[src/rtl/dpi_flow_ctx_if.sv]
// Stream, matcher and match-event signals of the per-flow DFA context manager.
// The DUT attaches through the slave modport; the environment drives through master.
interface dpi_flow_ctx_if #(
  parameter int FLOW_W  = 4,
  parameter int STATE_W = 11
);
  logic [7:0]         s_byte;
  logic [FLOW_W-1:0]  s_flow;
  logic               s_sop;
  logic               s_eop;
  logic               s_vld;
  logic               s_rdy;
  logic [7:0]         dfa_char;
  logic               dfa_char_vld;
  logic [STATE_W-1:0] dfa_state;
  logic               dfa_state_vld;
  logic [STATE_W-1:0] dfa_state_out;
  logic               dfa_accept;
  logic               ctx_clr;
  logic               match_vld;
  logic [FLOW_W-1:0]  match_flow;
  logic [15:0]        match_offset;
  logic               busy;

  modport slave (
    input  s_byte, s_flow, s_sop, s_eop, s_vld,
    output s_rdy,
    output dfa_char, dfa_char_vld, dfa_state, dfa_state_vld,
    input  dfa_state_out, dfa_accept,
    input  ctx_clr,
    output match_vld, match_flow, match_offset, busy
  );

  modport master (
    output s_byte, s_flow, s_sop, s_eop, s_vld,
    input  s_rdy,
    input  dfa_char, dfa_char_vld, dfa_state, dfa_state_vld,
    output dfa_state_out, dfa_accept,
    output ctx_clr,
    input  match_vld, match_flow, match_offset, busy
  );
endinterface

[src/rtl/dpi_flow_ctx.sv]
// Per-flow DFA context manager: restores/saves matcher state around each packet.
// Define DPI_FLOW_CTX_MATCH_OFFSET_EN to include the per-packet match offset counter.
module dpi_flow_ctx #(
  parameter int FLOW_W  = 4,
  parameter int STATE_W = 11
) (
  input  logic          clk,
  input  logic          rst,
  dpi_flow_ctx_if.slave io
);
  localparam int NUM_CTX = 1 << FLOW_W;

  typedef enum logic [2:0] {
    ST_IDLE   = 3'd0,
    ST_LOAD   = 3'd1,
    ST_STREAM = 3'd2,
    ST_DRAIN  = 3'd3,
    ST_SAVE   = 3'd4,
    ST_CLEAR  = 3'd5
  } state_e;

  state_e             state_q, state_d;
  logic [FLOW_W-1:0]  cur_flow_q, cur_flow_d;
  logic               clr_pend_q, clr_pend_d;
  logic [FLOW_W-1:0]  clr_idx_q, clr_idx_d;
  logic [STATE_W-1:0] ctx_q [NUM_CTX];

  logic               s_rdy;
  logic               byte_acc;

  logic [7:0]         dfa_char_q, dfa_char_d;
  logic               dfa_char_vld_q, dfa_char_vld_d;
  logic [STATE_W-1:0] dfa_state_q, dfa_state_d;
  logic               dfa_state_vld_q, dfa_state_vld_d;
  logic               match_vld_q, match_vld_d;
  logic [FLOW_W-1:0]  match_flow_q, match_flow_d;
  logic               busy_q, busy_d;

  // Next-state and handshake decode; the SOP byte is held in IDLE and consumed in LOAD.
  always_comb begin
    state_d    = state_q;
    cur_flow_d = cur_flow_q;
    s_rdy      = 1'b0;
    byte_acc   = 1'b0;
    case (state_q)
      ST_IDLE: begin
        s_rdy = ~io.s_sop;
        if (clr_pend_q || io.ctx_clr) begin
          state_d = ST_CLEAR;
        end else if (io.s_vld && io.s_sop) begin
          state_d    = ST_LOAD;
          cur_flow_d = io.s_flow;
        end else begin
          state_d = ST_IDLE;
        end
      end
      ST_LOAD, ST_STREAM: begin
        s_rdy    = 1'b1;
        byte_acc = io.s_vld;
        if (io.s_vld && io.s_eop) begin
          state_d = ST_DRAIN;
        end else begin
          state_d = ST_STREAM;
        end
      end
      ST_DRAIN: begin
        state_d = ST_SAVE;
      end
      ST_SAVE: begin
        if (clr_pend_q || io.ctx_clr) begin
          state_d = ST_CLEAR;
        end else begin
          state_d = ST_IDLE;
        end
      end
      ST_CLEAR: begin
        if (clr_idx_q == FLOW_W'(NUM_CTX - 1)) begin
          state_d = ST_IDLE;
        end else begin
          state_d = ST_CLEAR;
        end
      end
      default: begin
        state_d = ST_IDLE;
      end
    endcase
  end

  // Clear bookkeeping: entering CLEAR consumes any pending request.
  always_comb begin
    if (state_d == ST_CLEAR && state_q != ST_CLEAR) begin
      clr_pend_d = 1'b0;
    end else if (io.ctx_clr && state_q != ST_IDLE) begin
      clr_pend_d = 1'b1;
    end else begin
      clr_pend_d = clr_pend_q;
    end
    if (state_q == ST_CLEAR) begin
      clr_idx_d = clr_idx_q + FLOW_W'(1);
    end else begin
      clr_idx_d = {FLOW_W{1'b0}};
    end
  end

  // Matcher-facing and match-event next values.
  always_comb begin
    dfa_char_vld_d = byte_acc;
    if (byte_acc) begin
      dfa_char_d = io.s_byte;
    end else begin
      dfa_char_d = dfa_char_q;
    end
    dfa_state_vld_d = (state_d == ST_LOAD);
    if (state_d == ST_LOAD) begin
      dfa_state_d = ctx_q[cur_flow_d];
    end else begin
      dfa_state_d = dfa_state_q;
    end
    match_vld_d = io.dfa_accept & dfa_char_vld_q;
    if (match_vld_d) begin
      match_flow_d = cur_flow_q;
    end else begin
      match_flow_d = match_flow_q;
    end
    busy_d = (state_d != ST_IDLE);
  end

  // Control and output registers.
  always_ff @(posedge clk or posedge rst) begin
    if (rst) begin
      state_q         <= ST_IDLE;
      cur_flow_q      <= {FLOW_W{1'b0}};
      clr_pend_q      <= 1'b0;
      clr_idx_q       <= {FLOW_W{1'b0}};
      dfa_char_q      <= 8'h00;
      dfa_char_vld_q  <= 1'b0;
      dfa_state_q     <= {STATE_W{1'b0}};
      dfa_state_vld_q <= 1'b0;
      match_vld_q     <= 1'b0;
      match_flow_q    <= {FLOW_W{1'b0}};
      busy_q          <= 1'b0;
    end else begin
      state_q         <= state_d;
      cur_flow_q      <= cur_flow_d;
      clr_pend_q      <= clr_pend_d;
      clr_idx_q       <= clr_idx_d;
      dfa_char_q      <= dfa_char_d;
      dfa_char_vld_q  <= dfa_char_vld_d;
      dfa_state_q     <= dfa_state_d;
      dfa_state_vld_q <= dfa_state_vld_d;
      match_vld_q     <= match_vld_d;
      match_flow_q    <= match_flow_d;
      busy_q          <= busy_d;
    end
  end

  // Context array: SAVE writes the matcher's final state, CLEAR sweeps one entry per cycle.
  always_ff @(posedge clk or posedge rst) begin
    if (rst) begin
      for (int i = 0; i < NUM_CTX; i++) begin
        ctx_q[i] <= {STATE_W{1'b0}};
      end
    end else if (state_q == ST_SAVE) begin
      ctx_q[cur_flow_q] <= io.dfa_state_out;
    end else if (state_q == ST_CLEAR) begin
      ctx_q[clr_idx_q] <= {STATE_W{1'b0}};
    end
  end

`ifdef DPI_FLOW_CTX_MATCH_OFFSET_EN
  logic [15:0] off_q, off_d;
  logic [15:0] match_offset_q, match_offset_d;

  // off_q is the in-packet offset of the byte currently on dfa_char; saturates at 0xFFFF.
  always_comb begin
    if (state_q == ST_LOAD) begin
      off_d = 16'h0000;
    end else if (dfa_char_vld_q && off_q != 16'hFFFF) begin
      off_d = off_q + 16'h0001;
    end else begin
      off_d = off_q;
    end
    if (match_vld_d) begin
      match_offset_d = off_q;
    end else begin
      match_offset_d = match_offset_q;
    end
  end

  // Offset counter and registered match offset.
  always_ff @(posedge clk or posedge rst) begin
    if (rst) begin
      off_q          <= 16'h0000;
      match_offset_q <= 16'h0000;
    end else begin
      off_q          <= off_d;
      match_offset_q <= match_offset_d;
    end
  end

  assign io.match_offset = match_offset_q;
`else
  assign io.match_offset = 16'h0000;
`endif

  assign io.s_rdy         = s_rdy;
  assign io.dfa_char      = dfa_char_q;
  assign io.dfa_char_vld  = dfa_char_vld_q;
  assign io.dfa_state     = dfa_state_q;
  assign io.dfa_state_vld = dfa_state_vld_q;
  assign io.match_vld     = match_vld_q;
  assign io.match_flow    = match_flow_q;
  assign io.busy          = busy_q;
endmodule
[src/flat_wrapper.sv]
// flat-port wrapper written by rule: the top's interface ports become plain ports
module dpi_flow_ctx_flat 
#(
  parameter int FLOW_W  = 4,
  parameter int STATE_W = 11
)
  (clk, rst, io_s_byte, io_s_flow, io_s_sop, io_s_eop, io_s_vld, io_s_rdy, io_dfa_char, io_dfa_char_vld, io_dfa_state, io_dfa_state_vld, io_dfa_state_out, io_dfa_accept, io_ctx_clr, io_match_vld, io_match_flow, io_match_offset, io_busy);
  dpi_flow_ctx_if #(.FLOW_W(FLOW_W), .STATE_W(STATE_W)) io_i ();
  input  logic clk;
  input  logic rst;
  input wire logic [$bits(io_i.s_byte)-1:0] io_s_byte;
  input wire logic [$bits(io_i.s_flow)-1:0] io_s_flow;
  input wire logic [$bits(io_i.s_sop)-1:0] io_s_sop;
  input wire logic [$bits(io_i.s_eop)-1:0] io_s_eop;
  input wire logic [$bits(io_i.s_vld)-1:0] io_s_vld;
  output wire logic [$bits(io_i.s_rdy)-1:0] io_s_rdy;
  output wire logic [$bits(io_i.dfa_char)-1:0] io_dfa_char;
  output wire logic [$bits(io_i.dfa_char_vld)-1:0] io_dfa_char_vld;
  output wire logic [$bits(io_i.dfa_state)-1:0] io_dfa_state;
  output wire logic [$bits(io_i.dfa_state_vld)-1:0] io_dfa_state_vld;
  input wire logic [$bits(io_i.dfa_state_out)-1:0] io_dfa_state_out;
  input wire logic [$bits(io_i.dfa_accept)-1:0] io_dfa_accept;
  input wire logic [$bits(io_i.ctx_clr)-1:0] io_ctx_clr;
  output wire logic [$bits(io_i.match_vld)-1:0] io_match_vld;
  output wire logic [$bits(io_i.match_flow)-1:0] io_match_flow;
  output wire logic [$bits(io_i.match_offset)-1:0] io_match_offset;
  output wire logic [$bits(io_i.busy)-1:0] io_busy;
  assign io_i.s_byte = io_s_byte;
  assign io_i.s_flow = io_s_flow;
  assign io_i.s_sop = io_s_sop;
  assign io_i.s_eop = io_s_eop;
  assign io_i.s_vld = io_s_vld;
  assign io_s_rdy = io_i.s_rdy;
  assign io_dfa_char = io_i.dfa_char;
  assign io_dfa_char_vld = io_i.dfa_char_vld;
  assign io_dfa_state = io_i.dfa_state;
  assign io_dfa_state_vld = io_i.dfa_state_vld;
  assign io_i.dfa_state_out = io_dfa_state_out;
  assign io_i.dfa_accept = io_dfa_accept;
  assign io_i.ctx_clr = io_ctx_clr;
  assign io_match_vld = io_i.match_vld;
  assign io_match_flow = io_i.match_flow;
  assign io_match_offset = io_i.match_offset;
  assign io_busy = io_i.busy;
  dpi_flow_ctx #(.FLOW_W(FLOW_W), .STATE_W(STATE_W)) u_core (.clk(clk), .rst(rst), .io(io_i));
endmodule
[config.mk]
export PLATFORM = sky130hd
export DESIGN_NAME = dpi_flow_ctx_flat
export DESIGN_NICKNAME = d
export VERILOG_FILES = /design/src/rtl/dpi_flow_ctx_if.sv /design/src/rtl/dpi_flow_ctx.sv /design/src/flat_wrapper.sv
export SDC_FILE = /design/constraint.sdc
export NUM_CORES = 1
export LEC_CHECK = 0
export CELL_PAD_IN_SITES_DETAIL_PLACEMENT = 0
export CELL_PAD_IN_SITES_GLOBAL_PLACEMENT = 2
export CORE_UTILIZATION = 43
export DETAILED_ROUTE_END_ITERATION = 10
export DONT_BUFFER_PORTS = 1
export PLACE_DENSITY = 0.78
export SYNTH_ARGS = -nofsm -noshare
export SYNTH_HDL_FRONTEND = slang
export SYNTH_SLANG_ARGS = --single-unit
[constraint.sdc]
create_clock -name clk -period 7.45 [get_ports clk]
set_input_delay 0.745 -clock clk [delete_from_list [all_inputs] [get_ports clk]]
set_output_delay 0.745 -clock clk [all_outputs]
set_load 0.01 [all_outputs]
==> impl_metrics.csv, run 1 <==
group,metric,value,unit
grt,grt_usage,25.2,%
cts,cts_tree,"built",
setup_path,cp_max_fo,31,
sta,slew-limit-headroom,8.72,%
setup_path,reg2reg_slack,3.44,ns
sta,fmax,0.249,GHz
cts,numCtsBuffers,25,
hold_path,holdCritPathClass,"in2async",
floorplan,die_w,153,um
layout,n_antenna_cell,0,
layout,multiInputGateArea,3980,sq um
layout,drive_gt1_share,10.2,%
floorplan,initial_core_util,44.5,%
setup_path,critPathBufInv,2,
cts,root_buffer,"clkbuf_16",
setup_path,cpLargestDelayFamily,"simple AND/OR/NAND/NOR gates",
sta,timing.final.hold_violations,0,
status,status,"finished clean",
cts,cts_buffer_depth,3,
yosys,yosys_register_bits,215,
setup_path,worstPathRequired,7.90,ns
yosys,synthFlopType,"dfrtp_1",
route,antenna_left,0,
route,routed_via_density,6.59,
route,drtIter0Drc,694,
sta,setup_violations,0,
yosys,yosysWarnings,0,
route,vias,7159,
cts,worstSkewPairLatency,0.53,ns
setup_path,worstSetupEndpointType,"flip-flop",
yosys,synth-async-reset-ratio,100,%
cts,h-tree-depth,1,
pwr,total_power,3.54,mW
cts,cts_setup_buffers,0,
layout,area_growth,7.92,%
grt,grt_pass1_vias,7054,
yosys,synth_top_area_cell,"dfrtp_1",
place,place.gp.congestion,0.900,
setup_path,crit_path_top_delay_cell,"mux2i_4",
cts,clock_sinks,215,
grt,grt_pass1_wl,45400,um
cts,ctsHoldBuffers,0,
floorplan,dieArea,23500,sq um
place,placed_area,9840,sq um
yosys,ys_seq_area_share,54.8,%
yosys,synthesis.area,9830,sq um
place,port-buffer-count,0,
place,hpwl,18800,um
layout,nFillCells,1978,
route,wirelength,29200,um
route,drt-wirelength-per-cell,26.8,um
grt,gr-total-overflow,0,
job,max-cap-violations,0,
setup_path,r2r-end,"u_core.io.dfa_state[10]",
setup_path,crit_arrival,4.46,ns
sta,rsz0062_at_grt,"no",
yosys,synth_top_area_share,54.8,%
sta,clock_skew,0.0196,ns
cts,clk_pin_slew_worst_paths,0.06,ns
sta,fin_crit_sh,53.9,%
floorplan,rows,54,
cts,ctsResizeCount,0,
setup_path,path_cells,"nor4_4 -> nand3_2 -> clkinv_2 -> mux2i_4 -> inv_2 -> mux2i_1 -> a2111oi_0 -> nand4b_1",
layout,final-seq-area,5380,sq um
route,drt-pass1-iter-count,5,
floorplan,die_h,153,um
setup_path,crit_type,"reg2reg",
yosys,yosysUniqueCellTypes,60,
setup_path,crit_path_start_kind,"flip-flop",
grt,grt_max_degree,139,
layout,fin_nets,824,
yosys,syn_avg_cell_area,11.7,sq um
sta,tightest_slew,1.37,ns
route,drc,0,
grt,antenna_found_initial,0,
yosys,yosys-top-cells-area,"dfrtp_1 55%, a22o_1 16%, mux2i_1 2.8%",
sta,tns,0,ns
yosys,synth_edf_count,0,
layout,final_area,10600,sq um
sta,min_period,4.01,ns
setup_path,reg2reg_depth,8,
pwr,power_leakage,4.97,nW
pwr,power.density,334,nW/um^2
floorplan,io_pins,74,
setup_path,slowest_delay,0.63,ns
sta,drv_slew,0,
pwr,vdd_drop_max,0.000217,V
yosys,netlist_instances,843,
floorplan,core_area,22100,sq um
setup_path,r2r_start,"u_core.state_q[1]",
[cell families (layout without fill, tap and decap cells)]
family	count (synthesis)	in the layout	share of synthesized area, %
xor gates and xnor gates	3	3	0.267
buffers and inverters	116	65	5.30
AOI/OAI and AO/OA	305	305	25.0
other	1	16	0.0382
adders and majority gates	4	4	0.509
DFF	215	215	54.8
and+or+nand+nor	146	146	7.12
muxes	53	53	7.02
[per-stage QoR]
step | hold WS (ns) | setup slack [ns] | std cells | util, %
2_1_floorplan | 0.457 | 0.826 | 858 | -
3_3_place_gp | 0.476 | 3.45 | 1043 | 44.5
3_5_place_dp | 0.474 | 3.33 | 1043 | 44.5
4_1_cts | 0.337 | 3.45 | 1087 | 48.0
5_1_grt | 0.338 | 3.18 | 1087 | 48.0
6_report | 0.201 | 3.44 | 1087 | 48.0
[synthesized netlist by cell type, types with 10 or more instances]
cell / number
a21o_1: 15
mux4_2: 10
nor2_1: 31
o21ai_1: 16
a22o_1: 180
mux2i_1: 27
a21oi_1: 20
nand3_1: 10
mux2_2: 14
nand2_1: 59
clkbuf_1: 69
a211oi_1: 11
buf_4: 16
dfrtp_1: 215
buf_1: 12
[registers in the layout, indices dropped and copies added, names as in the netlist]
register and cells:
u_core.io.dfa_state_vld 1, u_core.ctx_q 176, u_core.io.dfa_state 11, u_core.io.match_vld 1, u_core.io.dfa_char_vld 1, u_core.io.busy 1, u_core.cur_flow_q 4, u_core.clr_idx_q 4
u_core.state_q 3, u_core.io.dfa_char 8, u_core.clr_pend_q 1, u_core.io.match_flow 4
[per-layer routing]
layer	global-route usage, %	vias to the layer above	share of wire, %
met2	38.1	357	46
met4	5.92	0	1.8
met3	3.60	38	7.2
met5	0	-	0
li1	-	3048	-
met1	38.1	3716	45
[final cells by class]
type                    count  share of cell area, %
flip-flops and latches    215                   50.7
multi-input cells         527                   37.5
clock buffers              36                   6.76
well taps                 280                   3.30
repair buffers             11                  0.779
clock inverters             8                  0.437
inverters                  10                  0.437
[report_power, final]
group          internal [mW]  total (mW)  switching, mW
Clock                  0.665        1.15          0.483
Combinational          0.348       0.787          0.439
Sequential              1.38        1.60          0.221
Total                   2.40        3.54           1.14
[cell usage in the layout (no fill, tap or decap), types with 10 or more instances in the layout]
| master | n |
|---|---|
| a211oi_1 | 11 |
| a21o_1 | 15 |
| a21oi_1 | 20 |
| a22o_1 | 180 |
| buf_4 | 11 |
| clkbuf_16 | 25 |
| conb_1 | 16 |
| dfrtp_1 | 215 |
| mux2_2 | 14 |
| mux2i_1 | 27 |
| mux4_2 | 10 |
| nand2_1 | 59 |
| nand3_1 | 10 |
| nor2_1 | 31 |
| o21ai_1 | 16 |
[worst max path at each step]
stage / start / end / cells after the start
2_1_floorplan: rst / u_core.clr_idx_q[0] / 1
3_3_place_gp: io_ctx_clr / u_core.io.dfa_state[8] / 8
3_5_place_dp: io_ctx_clr / u_core.io.dfa_state[10] / 8
4_1_cts: u_core.state_q[1] / u_core.io.dfa_state[10] / 8
5_1_grt: u_core.state_q[1] / u_core.io.dfa_state[10] / 8
6_report: u_core.state_q[1] / u_core.io.dfa_state[10] / 8
(Power assumes the default switching activity.)
==> run 2: changes to the inputs <==
- CORE_UTILIZATION: 43 -> 39
- PLACE_DENSITY: 0.78 -> 0.75
- clock period: 7.45 -> 3.3 ns (I/O delays scaled with it)
==> impl_metrics.csv, run 2 (same netlist as run 1, synthesis figures left out) <==
group,metric,value,unit
status,status,"finished clean",
cts,h-tree-depth,1,
grt,grt_pass1_wl,47800,um
setup_path,crit_path_top_delay_cell,"a2111oi_1",
layout,area_growth,13.8,%
place,hpwl,20000,um
route,vias,7358,
hold_path,worstHoldStart,"io_s_flow[3]",
sta,clock_skew,0.00815,ns
sta,slew-limit-headroom,12.9,%
setup_path,critPathBufInv,2,
cts,cts_tree,"built",
hold_path,worst_hold_path.endpoint,"u_core.io.dfa_state[1]",
pwr,power.density,751,nW/um^2
sta,drv_slew,0,
hold_path,hold_depth,2,
setup_path,crit_path_start_kind,"flip-flop",
layout,largest_register,"u_core.ctx_q",
route,wirelength,31000,um
cts,cts_setup_buffers,0,
setup_path,cp_max_fo,23,
setup_path,r2r-end,"u_core.io.dfa_state[10]",
setup_path,reg2reg_depth,8,
sta,rsz0062_at_grt,"no",
route,drtIter0Drc,796,
sta,tns,0,ns
route,antenna_left,0,
sta,tightest_slew,1.30,ns
layout,fin_nets,872,
setup_path,worstSetupEndpointType,"flip-flop",
pwr,clockPowerShare,33.8,%
layout,fin_util,45.6,%
setup_path,path_cells,"nor4_4 -> nand3_2 -> clkinv_2 -> mux2i_4 -> inv_2 -> mux2i_1 -> a2111oi_1 -> nand4b_1",
grt,grt_usage,24.3,%
layout,largest_register_ffs,176,
cts,clk_pin_slew_worst_paths,0.06,ns
setup_path,crit_arrival,3.49,ns
route,drt-wirelength-per-cell,26.2,um
place,placed_area,10100,sq um
place,port-buffer-count,0,
pwr,power_leakage,5.23,nW
pwr,p_comb_share,23.0,%
sta,fmax,0.329,GHz
setup_path,cpLargestDelayFamily,"compound AO/OA/AOI/OAI gates",
setup_path,crit_type,"reg2reg",
grt,grt_max_degree,62,
pwr,power.internal,5.68,mW
sta,min_period,3.04,ns
floorplan,die_w,161,um
layout,mostFrequentLayoutCells,"215 x dfrtp_1, 180 x a22o_1, 59 x nand2_1",
route,drc,0,
place,place.gp.congestion,0.862,
hold_path,holdCritPathClass,"in2reg",
floorplan,die_h,161,um
floorplan,io_pins,74,
sta,setup_violations,0,
sta,timing.final.hold_violations,0,
cts,root_buffer,"clkbuf_16",
layout,final_common_cell,"dfrtp_1",
setup_path,crit_cells,8,
pwr,netSwitchingPower,2.72,mW
cts,cts_buffer_depth,3,
cts,worstSkewPairLatency,0.52,ns
pwr,p_seq_share,43.2,%
pwr,power_switching_share,32.3,%
job,max-cap-violations,0,
cts,clock_sinks,215,
setup_path,reg2reg_slack,0.26,ns
layout,nFillCells,2242,
floorplan,initial_core_util,40.0,%
layout,n_antenna_cell,0,
floorplan,rows,57,
grt,gr-total-overflow,0,
cts,numCtsBuffers,24,
layout,drive_gt1_share,13.0,%
floorplan,core_area,24500,sq um
layout,final_area,11200,sq um
route,routed_via_density,6.24,
setup_path,r2r_start,"u_core.state_q[1]",
setup_path,worstPathRequired,3.75,ns
grt,antenna_found_initial,0,
setup_path,slowest_delay,0.79,ns
sta,fin_crit_sh,92.1,%
floorplan,dieArea,25800,sq um
route,drt-pass1-iter-count,5,
grt,grt_pass1_vias,7529,
pwr,vdd_drop_max,0.000413,V
==> run 2: changes by cell type in the layout (fill, tap and decap cells not counted), sizes merged <==
cell,before,now
bufinv,0,3
clkinv,7,9
buf,11,37
dlygate4sd3,0,23
inv,10,8
clkbuf,36,32
clkinvlp,1,2
==> run 2: cell type report <==
| class | instances | area (sq um) | area share, % |
|---|---|---|---|
| repair buffers | 60 | 533 | 4.77 |
| multi-input cells | 527 | 3980 | 35.6 |
| inverters | 10 | 42.5 | 0.380 |
| clock buffers | 32 | 692 | 6.19 |
| well taps | 324 | 405 | 3.63 |
| clock inverters | 12 | 145 | 1.30 |
| flip-flops and latches | 215 | 5380 | 48.1 |
==> run 2: metrics by stage <==
| stage | hold WS, ns | setup slack, ns | total power [mW] | cells |
|---|---|---|---|---|
| after floorplan | 0.457 | 0.172 | 4.98 | 858 |
| after global placement | 0.365 | 0.150 | 5.46 | 1113 |
| after detailed placement | 0.384 | 0.0844 | 5.51 | 1113 |
| after CTS | 0.00666 | 0.0634 | 8.42 | 1180 |
| after global routing | 0.0179 | 0.0886 | 8.79 | 1180 |
| final | 0.0388 | 0.261 | 8.40 | 1180 |
==> run 2: worst max path at each step <==
stage / startpoint / to / slack, ns
finish: u_core.state_q[1] / u_core.io.dfa_state[10] / 0.26
global route: u_core.state_q[1] / u_core.io.dfa_state[10] / 0.09
CTS: u_core.state_q[1] / u_core.io.dfa_state[10] / 0.06
detailed placement: u_core.state_q[1] / u_core.io.dfa_state[10] / 0.08
global placement: u_core.state_q[1] / u_core.io.dfa_state[10] / 0.15
floorplan: rst / u_core.clr_idx_q[0] / 0.17
==> run 2: routing by layer <==
layer | track usage (%) | vias up | wire (um)
met5 | 0 | - | 0
met4 | 7.55 | 0 | 778
met3 | 3.23 | 57 | 2130
met1 | 34.9 | 3832 | 13800
li1 | - | 3132 | -
met2 | 38.1 | 337 | 14300
==> run 2: worst register-to-register path: stages, from the launching register on <==
cell and delay (ns):
dfrtp_1 0.51, nor4_4 0.38, nand3_2 0.16, clkinv_2 0.21, mux2i_4 0.28, inv_2 0.24, mux2i_1 0.19, a2111oi_1 0.79
nand4b_1 0.20
==> run 2: timing repair <==
item / CTS / global route
hold endpoints to repair: 220 / 0
hold buffers: 23 / 0
endpoints found under the setup margin: 0 / 1
resized for setup: 0 / 1
==> run 2: power by group through the flow <==
| stage | Sequential, mW | Combinational [mW] | Clock, mW |
|---|---|---|---|
| CTS | 3.62 | 1.93 | 2.88 |
| floorplan | 3.43 | 1.54 | 0 |
| detailed placement | 3.66 | 1.85 | 0 |
| global placement | 3.65 | 1.81 | 0 |
| global route | 3.68 | 2.10 | 3.01 |
| finish | 3.63 | 1.93 | 2.84 |
